==> src/rtl/l3_arb_pkg.sv <==
// Shared definitions for the L3 port arbiter: sizes, FSM state encoding and core index type.
// Optional statistics are enabled with the L3_ARB_STATS_EN macro in l3_shared_arbiter.
package l3_arb_pkg;

   localparam int NUM_CORES = 4;
   localparam int ADDR_W    = 8;
   localparam int DATA_W    = 8;

   typedef enum logic [1:0] {
      IDLE = 2'd0,
      MEM  = 2'd1,
      RESP = 2'd2
   } arb_state_e;

   typedef logic [1:0] core_idx_t;

   // True when at least two bits are set (clearing the lowest set bit leaves something).
   function automatic logic multi_hot(input logic [NUM_CORES-1:0] v);
      return |(v & (v - NUM_CORES'(1)));
   endfunction

endpackage

==> src/rtl/rr_arbiter_4.sv <==
// Combinational round-robin pick over four requesters: the first eligible index
// strictly after last_grant, wrapping 3 -> 0 (last_grant itself is checked last).
module rr_arbiter_4
   import l3_arb_pkg::*;
(
   input  logic [3:0] eligible,
   input  core_idx_t  last_grant,
   output core_idx_t  grant,
   output logic       any_valid
);

   core_idx_t idx;

   always_comb begin
      grant     = last_grant;
      any_valid = 1'b0;
      idx       = '0;
      for (int k = 1; k <= 4; k++) begin
         idx = last_grant + core_idx_t'(k);
         if (!any_valid && eligible[idx]) begin
            grant     = idx;
            any_valid = 1'b1;
         end
      end
   end

endmodule

==> src/rtl/l3_shared_arbiter.sv <==
// Round-robin arbiter multiplexing four cores' L3 requests onto one shared memory port.
// Define L3_ARB_STATS_EN to add per-core grant counters and a contention counter.
module l3_shared_arbiter
   import l3_arb_pkg::*;
(
   input  logic                        clk,
   input  logic                        rst,
   input  logic [NUM_CORES*ADDR_W-1:0] core_addr,
   input  logic [NUM_CORES-1:0]        core_read_enable,
   input  logic [NUM_CORES-1:0]        core_write_enable,
   input  logic [NUM_CORES*DATA_W-1:0] core_write_data,
   output logic [NUM_CORES*DATA_W-1:0] core_read_data,
   output logic [NUM_CORES-1:0]        core_valid,
   output logic [NUM_CORES-1:0]        core_ready,
   output logic [ADDR_W-1:0]           mem_addr,
   output logic                        mem_read_enable,
   output logic                        mem_write_enable,
   output logic [DATA_W-1:0]           mem_write_data,
   input  logic [DATA_W-1:0]           mem_read_data,
   input  logic                        mem_ack,
`ifdef L3_ARB_STATS_EN
   output logic [NUM_CORES*8-1:0]      grant_count,
   output logic [7:0]                  contention_count,
`endif
   output logic [1:0]                  state_dbg
);

   // Handshake: a core holds its read/write enable as a level until its one-cycle
   // core_valid; core_ready=1 means the request is sampled this cycle. Toward memory,
   // the enable is held until mem_ack, which may already be high in the first cycle.

   arb_state_e                  state_q, state_d;
   core_idx_t                   grant_q, last_grant_q, pick;
   logic                        any_eligible;
   logic [NUM_CORES-1:0]        served_q, active, eligible, resp_onehot;
   logic [ADDR_W-1:0]           addr_q;
   logic [DATA_W-1:0]           wdata_q;
   logic                        write_q;
   logic [NUM_CORES*DATA_W-1:0] rdata_q;

   assign active      = core_read_enable | core_write_enable;
   assign eligible    = active & ~served_q;
   assign resp_onehot = (state_q == RESP) ? (NUM_CORES'(1) << grant_q) : '0;

   rr_arbiter_4 u_rr (
      .eligible   (eligible),
      .last_grant (last_grant_q),
      .grant      (pick),
      .any_valid  (any_eligible)
   );

   always_ff @(posedge clk) begin
      if (!rst) state_q <= IDLE;
      else      state_q <= state_d;
   end

   always_comb begin
      state_d = state_q;
      case (state_q)
         IDLE:    if (any_eligible) state_d = MEM;
         MEM:     if (mem_ack) state_d = RESP;
         RESP:    state_d = IDLE;
         default: state_d = IDLE;
      endcase
   end

   always_ff @(posedge clk) begin
      if (!rst) begin
         grant_q      <= '0;
         last_grant_q <= core_idx_t'(NUM_CORES - 1);
         served_q     <= '0;
         addr_q       <= '0;
         wdata_q      <= '0;
         write_q      <= 1'b0;
         rdata_q      <= '0;
      end else begin
         // A held request stays marked served until the core drops both enables.
         served_q <= (served_q | resp_onehot) & active;
         if (state_q == IDLE && any_eligible) begin
            grant_q <= pick;
            addr_q  <= core_addr[pick*ADDR_W +: ADDR_W];
            wdata_q <= core_write_data[pick*DATA_W +: DATA_W];
            write_q <= core_write_enable[pick];
         end
         if (state_q == MEM && mem_ack)
            rdata_q[grant_q*DATA_W +: DATA_W] <= write_q ? '0 : mem_read_data;
         if (state_q == RESP)
            last_grant_q <= grant_q;
      end
   end

   assign core_ready       = {NUM_CORES{state_q == IDLE}};
   assign core_valid       = resp_onehot;
   assign core_read_data   = rdata_q;
   assign mem_addr         = addr_q;
   assign mem_write_data   = wdata_q;
   assign mem_read_enable  = (state_q == MEM) && !write_q;
   assign mem_write_enable = (state_q == MEM) && write_q;
   assign state_dbg        = state_q;

`ifdef L3_ARB_STATS_EN
   logic [NUM_CORES*8-1:0] grant_cnt_q;
   logic [7:0]             contention_q;

   always_ff @(posedge clk) begin
      if (!rst) begin
         grant_cnt_q  <= '0;
         contention_q <= '0;
      end else begin
         if (state_q == RESP && grant_cnt_q[grant_q*8 +: 8] != 8'hFF)
            grant_cnt_q[grant_q*8 +: 8] <= grant_cnt_q[grant_q*8 +: 8] + 8'd1;
         if (state_q == IDLE && multi_hot(eligible) && contention_q != 8'hFF)
            contention_q <= contention_q + 8'd1;
      end
   end

   assign grant_count      = grant_cnt_q;
   assign contention_count = contention_q;
`endif

endmodule
==> config.mk <==
export PLATFORM = sky130hd
export DESIGN_NAME = l3_shared_arbiter
export DESIGN_NICKNAME = d
export VERILOG_FILES = /design/src/rtl/l3_arb_pkg.sv /design/src/rtl/rr_arbiter_4.sv /design/src/rtl/l3_shared_arbiter.sv
export SDC_FILE = /design/constraint.sdc
export NUM_CORES = 1
export LEC_CHECK = 0
export BUFFER_PORTS_ARGS = -buffer_cell sky130_fd_sc_hd__buf_2
export CORE_MARGIN = 3
export CORE_UTILIZATION = 30
export CTS_CLUSTER_DIAMETER = 150
export DETAILED_ROUTE_END_ITERATION = 16
export GPL_TIMING_DRIVEN = 0
export HOLD_SLACK_MARGIN = 0.06
export PLACE_DENSITY_LB_ADDON = 0.25
export SYNTH_ARGS = -nofsm -noshare
export SYNTH_HDL_FRONTEND = slang
export SYNTH_SLANG_ARGS = --single-unit
==> constraint.sdc <==
create_clock -name clk -period 3.9 [get_ports clk]
set_input_delay 0.39 -clock clk [delete_from_list [all_inputs] [get_ports clk]]
set_output_delay 0.39 -clock clk [all_outputs]
set_load 0.02 [all_outputs]
==> summary.txt, run 1 <==
Pwr
  – Combinational Power Share: 23.9%
  – Sw frac: a little under a third
  – Pwr dens: about 370 nW/um2
  – Leak: approximately 0.0018 uW
  – Seq pwr share: roughly 44%
  – Net Sw Power: 473 uW
  – Clock network power share: approximately a third
  – Worst VDD drop: between 100 and 150 uV
  – Pint: between 1000 and 1500 uW

Synth
  – Net Count, Synth: roughly 400
  – Yosys reg bits: 59
  – Yosys warning total: 0
  – Synth area leader: dfxtp_1
  – Number of enable flip-flop cells after synthesis: 0
  – Cells after synthesis: a little over 300
  – Synth Flop Type: dfxtp_1
  – Asr flop ratio synth: 0%
  – Top cells by area, synth: dfxtp_1 40%, mux2i_1 12%, nor2b_1 5.7%
  – Synth cell types: 43
  – Most common cell in the synthesized netlist: dfxtp_1
  – Sequential cell area fraction in the yosys report: a little under 40%
  – Post-synth top area share: approximately two fifths
  – Syn Area/Cell: 9.79 um2
  – Post-synth top cells: 59 x dfxtp_1, 38 x nand2_1, 35 x mux2i_1
  – Synthesized area: 2990 um2

Run status
  – Run status: completed

Place
  – Pre-CTS setup slack: around 1500 ps
  – GPL Wtd Cong: roughly 0.77
  – IO Port Bufs: approximately 140
  – Final HPWL from detailed placement: between 7 and 8 mm
  – Cell count after placement: 576
  – Placed Area: between 3000 and 4000 um2

Cells and area
  – Post-Layout Cell Count: 592
  – Area Growth Syn to Fin: 34.9%
  – Ant. Diodes: 0
  – Post-layout net count: 548
  – Filler cell count: between 900 and 1k
  – FF/Latch Area: 1180 um2
  – Area of the multi-input gates: between 1500 and 2000 um2
  – Post-route cell area: 4030 um2
  – Share of cells above drive strength 1: between 30% and 40%

Setup path
  – Setup crit end: core_read_data[18]
  – Reg2Reg Setup Slack: about 1500 ps
  – Arr. time, crit path: approximately 2600 ps
  – Crit start category: register
  – CP Max Fanout: 8
  – Worst R2R Path Depth: 5
  – Setup crit end kind: register
  – Origin of the critical flop-to-flop path: grant_q[0]
  – RR Endpoint: core_read_data[18]
  – CP Class: reg2reg
  – Crit path required time: roughly 4200 ps
  – Setup crit start: grant_q[0]

Die
  – Die ar.: around 11000 um2
  – Core area: between 9000 and 10000 um2
  – Die X: roughly 110 um
  – Core Rows: 35
  – Die height: between 100 and 150 um
  – Starting Density: 31.6%
  – Ports: 143

Clock tree
  – Clock Latency Late Sink: about 330 ps
  – TritonCTS clock tree: built
  – Clock root buffer: clkbuf_8
  – Clock Tree Buf Depth: 2
  – Sinks on Clock Net: 59
  – Post-CTS Setup Bufs: 0
  – Cts repair resizes: 0
  – Clock Pin Slew Worst Setup and Hold Paths: about 80 ps
  – CTS HTree Levels: 3
  – Clock buffers created by TritonCTS: 9
  – Cts-stage hold buffer count: 0

Hold path
  – Hold_sp: core_read_enable[2]
  – Hold Path Depth: 2
  – Type of the worst min-delay path: in2reg

Timing
  – Final period utilization: roughly three fifths
  – Min Tclk post-route: 2370 ps
  – Fmax: 421 MHz
  – RSZ-0062 raised after global routing: false
  – Setup TNS: 0 ps
  – Setup WS post-layout: around 1500 ps
  – Final setup violating endpoints: 0
  – Worst clock skew: 11.2 ps
  – Slew headroom: 34.8%
  – Final Max Tran Viols: 0
  – Final Hold Fails: 0
  – Worst-Margin Slew: 977 ps

Global route
  – Initial antenna violation count: 0
  – GRT overflow: 0
  – First-pass GRT wire length: approximately 14 mm
  – Vias in the first global route: approximately 2.8k
  – Tot GR Track Use: about 16%
  – Largest net degree at the start of global routing: 12

Routing
  – Average wire per standard cell: about 15 um
  – Routed Wire Length: ~9.0 mm
  – DRT antenna net count: 0
  – Pre-antenna DRT Iters: 5
  – Vias/cell: approximately 4.8
  – Initial DRC Count: 128
  – Routed vias: ~2.8k
  – # DRC: 0

Job
  – Max Cap Viol: 0
[layout by cell type (no fill, tap or decap), drive strengths merged, types with 2 or more instances in the layout]
cell type  instances
clkbuf            20
buf              153
clkinvlp           2
ha                 7
dfxtp             59
o221a              4
o221ai            17
clkinv             4
nor2b             27
nand3             17
a21oi              3
mux2i             35
nor2               6
nor3b              3
o211ai             2
a21boi            16
a22oi             16
inv                6
nand2             39
and2               8
o21bai             4
[how the worst min path moves through the flow]
stage                              endpoint  slack (ps)
after floorplan                 served_q[1]         490
after global placement          mem_addr[7]         440
after detailed placement  mem_write_data[6]         450
after CTS                       served_q[2]         340
after global routing            served_q[2]         350
final                           served_q[2]         360
[power groups by stage]
stage / sequential [uW] / clock [uW] / combinational, uW
global route: 657 / 533 / 390
global placement: 665 / 0 / 358
finish: 653 / 483 / 357
CTS: 652 / 505 / 362
detailed placement: 666 / 0 / 361
floorplan: 700 / 0 / 197
[per-stage QoR]
stage	hold WS (ps)	utilization [%]	power (uW)
finish	358	42.6	1490
global route	354	42.6	1580
CTS	336	42.6	1520
detailed placement	447	40.8	1030
global placement	440	40.8	1020
floorplan	488	-	896
[layout make-up]
type                       instances  area share, %
multi-input combinational        219           40.6
sequential                        59           29.3
timing repair buffer             142           17.6
tap                              129           4.01
buffer                            21           3.67
clock buffer                      10           3.17
clock inverter                     6           1.06
inverter                           6          0.559
[sequential cells by signal, indices dropped and copies added (netlist names)]
register	cells
state_dbg	2
write_q	1
last_grant_q	2
served_q	4
mem_write_data	8
mem_addr	8
core_read_data	32
grant_q	2
[worst max-delay path, stage by stage (launching register included)]
cell	delay, ps
dfxtp_1	460
inv_1	230
ha_1	430
nor3b_1	820
nand3_1	160
a21boi_0	200
[per-layer routing]
| metal | vias up | track usage [%] | wire (um) |
|---|---|---|---|
| met5 | - | 0 | 0 |
| met4 | 0 | 3.61 | 38 |
| met3 | 4 | 5.94 | 833 |
| met2 | 118 | 25.8 | 4060 |
| met1 | 1283 | 19.7 | 4040 |
| li1 | 1409 | - | - |
[kinds of logic (layout without fill, tap and decap cells)]
kind of cell    after synthesis  after routing  synth area share (%)
mux                          35             35                  11.7
compound gates               71             71                  20.5
flops                        59             59                  39.6
fa+ha+maj                     7              7                  2.93
simple gates                106            106                  19.5
buf+inv                      27            185                  5.70
(Power assumes the default switching activity.)
==> inputs of run 2 (changes only) <==
==> constraint.sdc (replaced) <==
create_clock -name clk -period 2.4 [get_ports clk]
set_input_delay 0.24 -clock clk [delete_from_list [all_inputs] [get_ports clk]]
set_output_delay 0.24 -clock clk [all_outputs]
set_load 0.02 [all_outputs]
==> summary.txt, run 2 (synthesized netlist as in run 1, its figures left out) <==
Run status
  – Run status: completed (unchanged)

Timing
  – Final period utilization: 88.4% (was 60.9%)
  – Final Hold Fails: 0 (unchanged)
  – Worst-Margin Slew: 618 ps (was 977 ps)
  – Worst hold margin: 207 ps (was 358 ps)
  – Worst clock skew: 12.4 ps (was 11.2 ps)
  – Slew headroom: 58.8% (was 34.8%)
  – Fmax: 471 MHz (was 421 MHz)
  – Final Max Tran Viols: 0 (unchanged)
  – Setup TNS: 0 ps (unchanged)
  – Final setup violating endpoints: 0 (unchanged)
  – RSZ-0062 raised after global routing: false (unchanged)
  – Setup WS post-layout: 278 ps (was 1530 ps)
  – Min Tclk post-route: 2120 ps (was 2370 ps)

Setup path
  – CP peak stage delay: 530 ps (was 820 ps)
  – CP top delay family: simple AND/OR/NAND/NOR gates (unchanged)
  – CP Max Fanout: 8 (unchanged)
  – Setup crit start: grant_q[0] (unchanged)
  – Crit start category: register (unchanged)
  – Reg2Reg Setup Slack: 280 ps (was 1530 ps)
  – Crit path required time: 2660 ps (was 4160 ps)
  – Worst R2R Path Depth: 5 (unchanged)
  – Arr. time, crit path: 2380 ps (was 2630 ps)
  – Bufs and invs on worst path: 1 (unchanged)
  – RR Endpoint: core_read_data[22] (was core_read_data[18])
  – Origin of the critical flop-to-flop path: grant_q[0] (unchanged)
  – CP Class: reg2reg (unchanged)
  – Critical path depth in cells: 5 (unchanged)
  – Setup crit end kind: register (unchanged)
  – Slowest cell on crit path: nor3b_2 (was nor3b_1)
  – CP Cell Sequence: inv_1 -> ha_1 -> nor3b_2 -> nand3_1 -> a21boi_0 (was inv_1 -> ha_1 -> nor3b_1 -> nand3_1 -> a21boi_0)

Clock tree
  – Clock Pin Slew Worst Setup and Hold Paths: 70 ps (was 80 ps)
  – TritonCTS clock tree: built (unchanged)
  – Cts-stage hold buffer count: 0 (unchanged)
  – Clock buffers created by TritonCTS: 9 (unchanged)
  – Clock Tree Buf Depth: 2 (unchanged)
  – Clock root buffer: clkbuf_8 (unchanged)
  – Sinks on Clock Net: 59 (unchanged)
  – CTS HTree Levels: 3 (unchanged)
  – Clock Latency Late Sink: 330 ps (about the same)

Hold path
  – Type of the worst min-delay path: in2reg (unchanged)
  – Hold_sp: core_read_enable[2] (unchanged)
  – Hold EP: served_q[2] (unchanged)
  – Hold Path Depth: 2 (unchanged)

Cells and area
  – Share of cells above drive strength 1: 40.0% (was 39.5%)
  – Area of the multi-input gates: 1640 um2 (was 1630 um2)
  – Area Growth Syn to Fin: 35.2% (was 34.9%)
  – Most common cell after layout, fill and taps aside: buf_2 (unchanged)
  – Ant. Diodes: 0 (unchanged)
  – Post-route cell area: 4040 um2 (was 4030 um2)
  – Number of flip-flops in the largest register: 32 (unchanged)
  – Post-Layout Cell Count: 592 (unchanged)
  – FF/Latch Area: 1180 um2 (unchanged)
  – Filler cell count: 967 (was 968)
  – Most frequent cells in the layout: 143 x buf_2, 59 x dfxtp_1, 38 x nand2_1 (unchanged)
  – Post-layout net count: 548 (unchanged)

Routing
  – Average wire per standard cell: 15.2 um (about the same)
  – Initial DRC Count: 128 (unchanged)
  – Pre-antenna DRT Iters: 4 (was 5)
  – Vias/cell: 4.74 (was 4.75)
  – Routed Wire Length: 8.97 mm (was 8.98 mm)
  – Routed vias: 2808 (was 2814)
  – # DRC: 0 (unchanged)
  – DRT antenna net count: 0 (unchanged)

Place
  – Pre-CTS setup slack: 48.4 ps (was 1550 ps)
  – IO Port Bufs: 142 (unchanged)
  – GPL Wtd Cong: 0.774 (unchanged)
  – Placed Area: 3860 um2 (unchanged)
  – Final HPWL from detailed placement: 7.01 mm (unchanged)
  – Cell count after placement: 576 (unchanged)

Global route
  – Tot GR Track Use: 15.8% (unchanged)
  – Initial antenna violation count: 0 (unchanged)
  – First-pass GRT wire length: 14.2 mm (unchanged)
  – GRT overflow: 0 (unchanged)
  – Vias in the first global route: 2821 (unchanged)
  – Largest net degree at the start of global routing: 12 (unchanged)

Job
  – Max Cap Viol: 0 (unchanged)

Die
  – Core area: 9460 um2 (unchanged)
  – Core Rows: 35 (unchanged)
  – Die X: 106 um (unchanged)
  – Die height: 106 um (unchanged)
  – Ports: 143 (unchanged)
  – Starting Density: 31.6% (unchanged)
  – Die ar.: 11200 um2 (unchanged)

Pwr
  – Pwr dens: 601 nW/um2 (was 370 nW/um2)
  – Leak: 0.00181 uW (was 0.00180 uW)
  – Worst VDD drop: 228 uV (was 141 uV)
run 2: cell count changes in the layout (fill, tap and decap cells not counted):
cell     previous run  this run
nor3b_1             3         1
nor3b_2             0         2
run 2: worst max-delay path by stage:
stage	endpoint
final	core_read_data[22]
after global routing	core_read_data[16]
after CTS	core_read_data[18]
after detailed placement	core_read_data[18]
after global placement	core_read_data[22]
after floorplan	core_read_data[16]
run 2: layout make-up:
type                    count  share of cell area [%]
repair buffers            142                    17.6
plain buffers              21                    3.66
clock inverters             6                    1.05
flip-flops and latches     59                    29.3
clock buffers              10                    3.16
multi-input cells         219                    40.7
well taps                 129                    4.00
inverters                   6                   0.558
run 2: what timing repair did:
action	CTS	global route
endpoints found under the setup margin	0	16
gates resized for setup	0	2
setup buffers	0	0
run 2: per-stage QoR:
| stage | utilization, % | power [uW] |
|---|---|---|
| 2_1_floorplan | - | 1460 |
| 3_3_place_gp | 40.8 | 1660 |
| 3_5_place_dp | 40.8 | 1670 |
| 4_1_cts | 42.6 | 2470 |
| 5_1_grt | 42.7 | 2570 |
| 6_report | 42.7 | 2430 |
run 2: worst reg2reg max path, stage by stage, from the launching register on:
cell	delay, ps
dfxtp_1	490
inv_1	250
ha_1	450
nor3b_2	530
nand3_1	140
a21boi_0	190
run 2: power by group:
group | switching (uW) | leakage [uW] | internal, uW
Combinational | 330 | 0.00124 | 252
Sequential | 29.3 | 0.000480 | 1030
Clock | 411 | 0.0000822 | 374
Total | 770 | 0.00181 | 1660
run 2: layer usage:
layer / GRT usage [%] / wire length, um
met1: 19.7 / 4000
met2: 25.8 / 4010
met3: 5.94 / 888
met4: 3.61 / 70
met5: 0 / 0
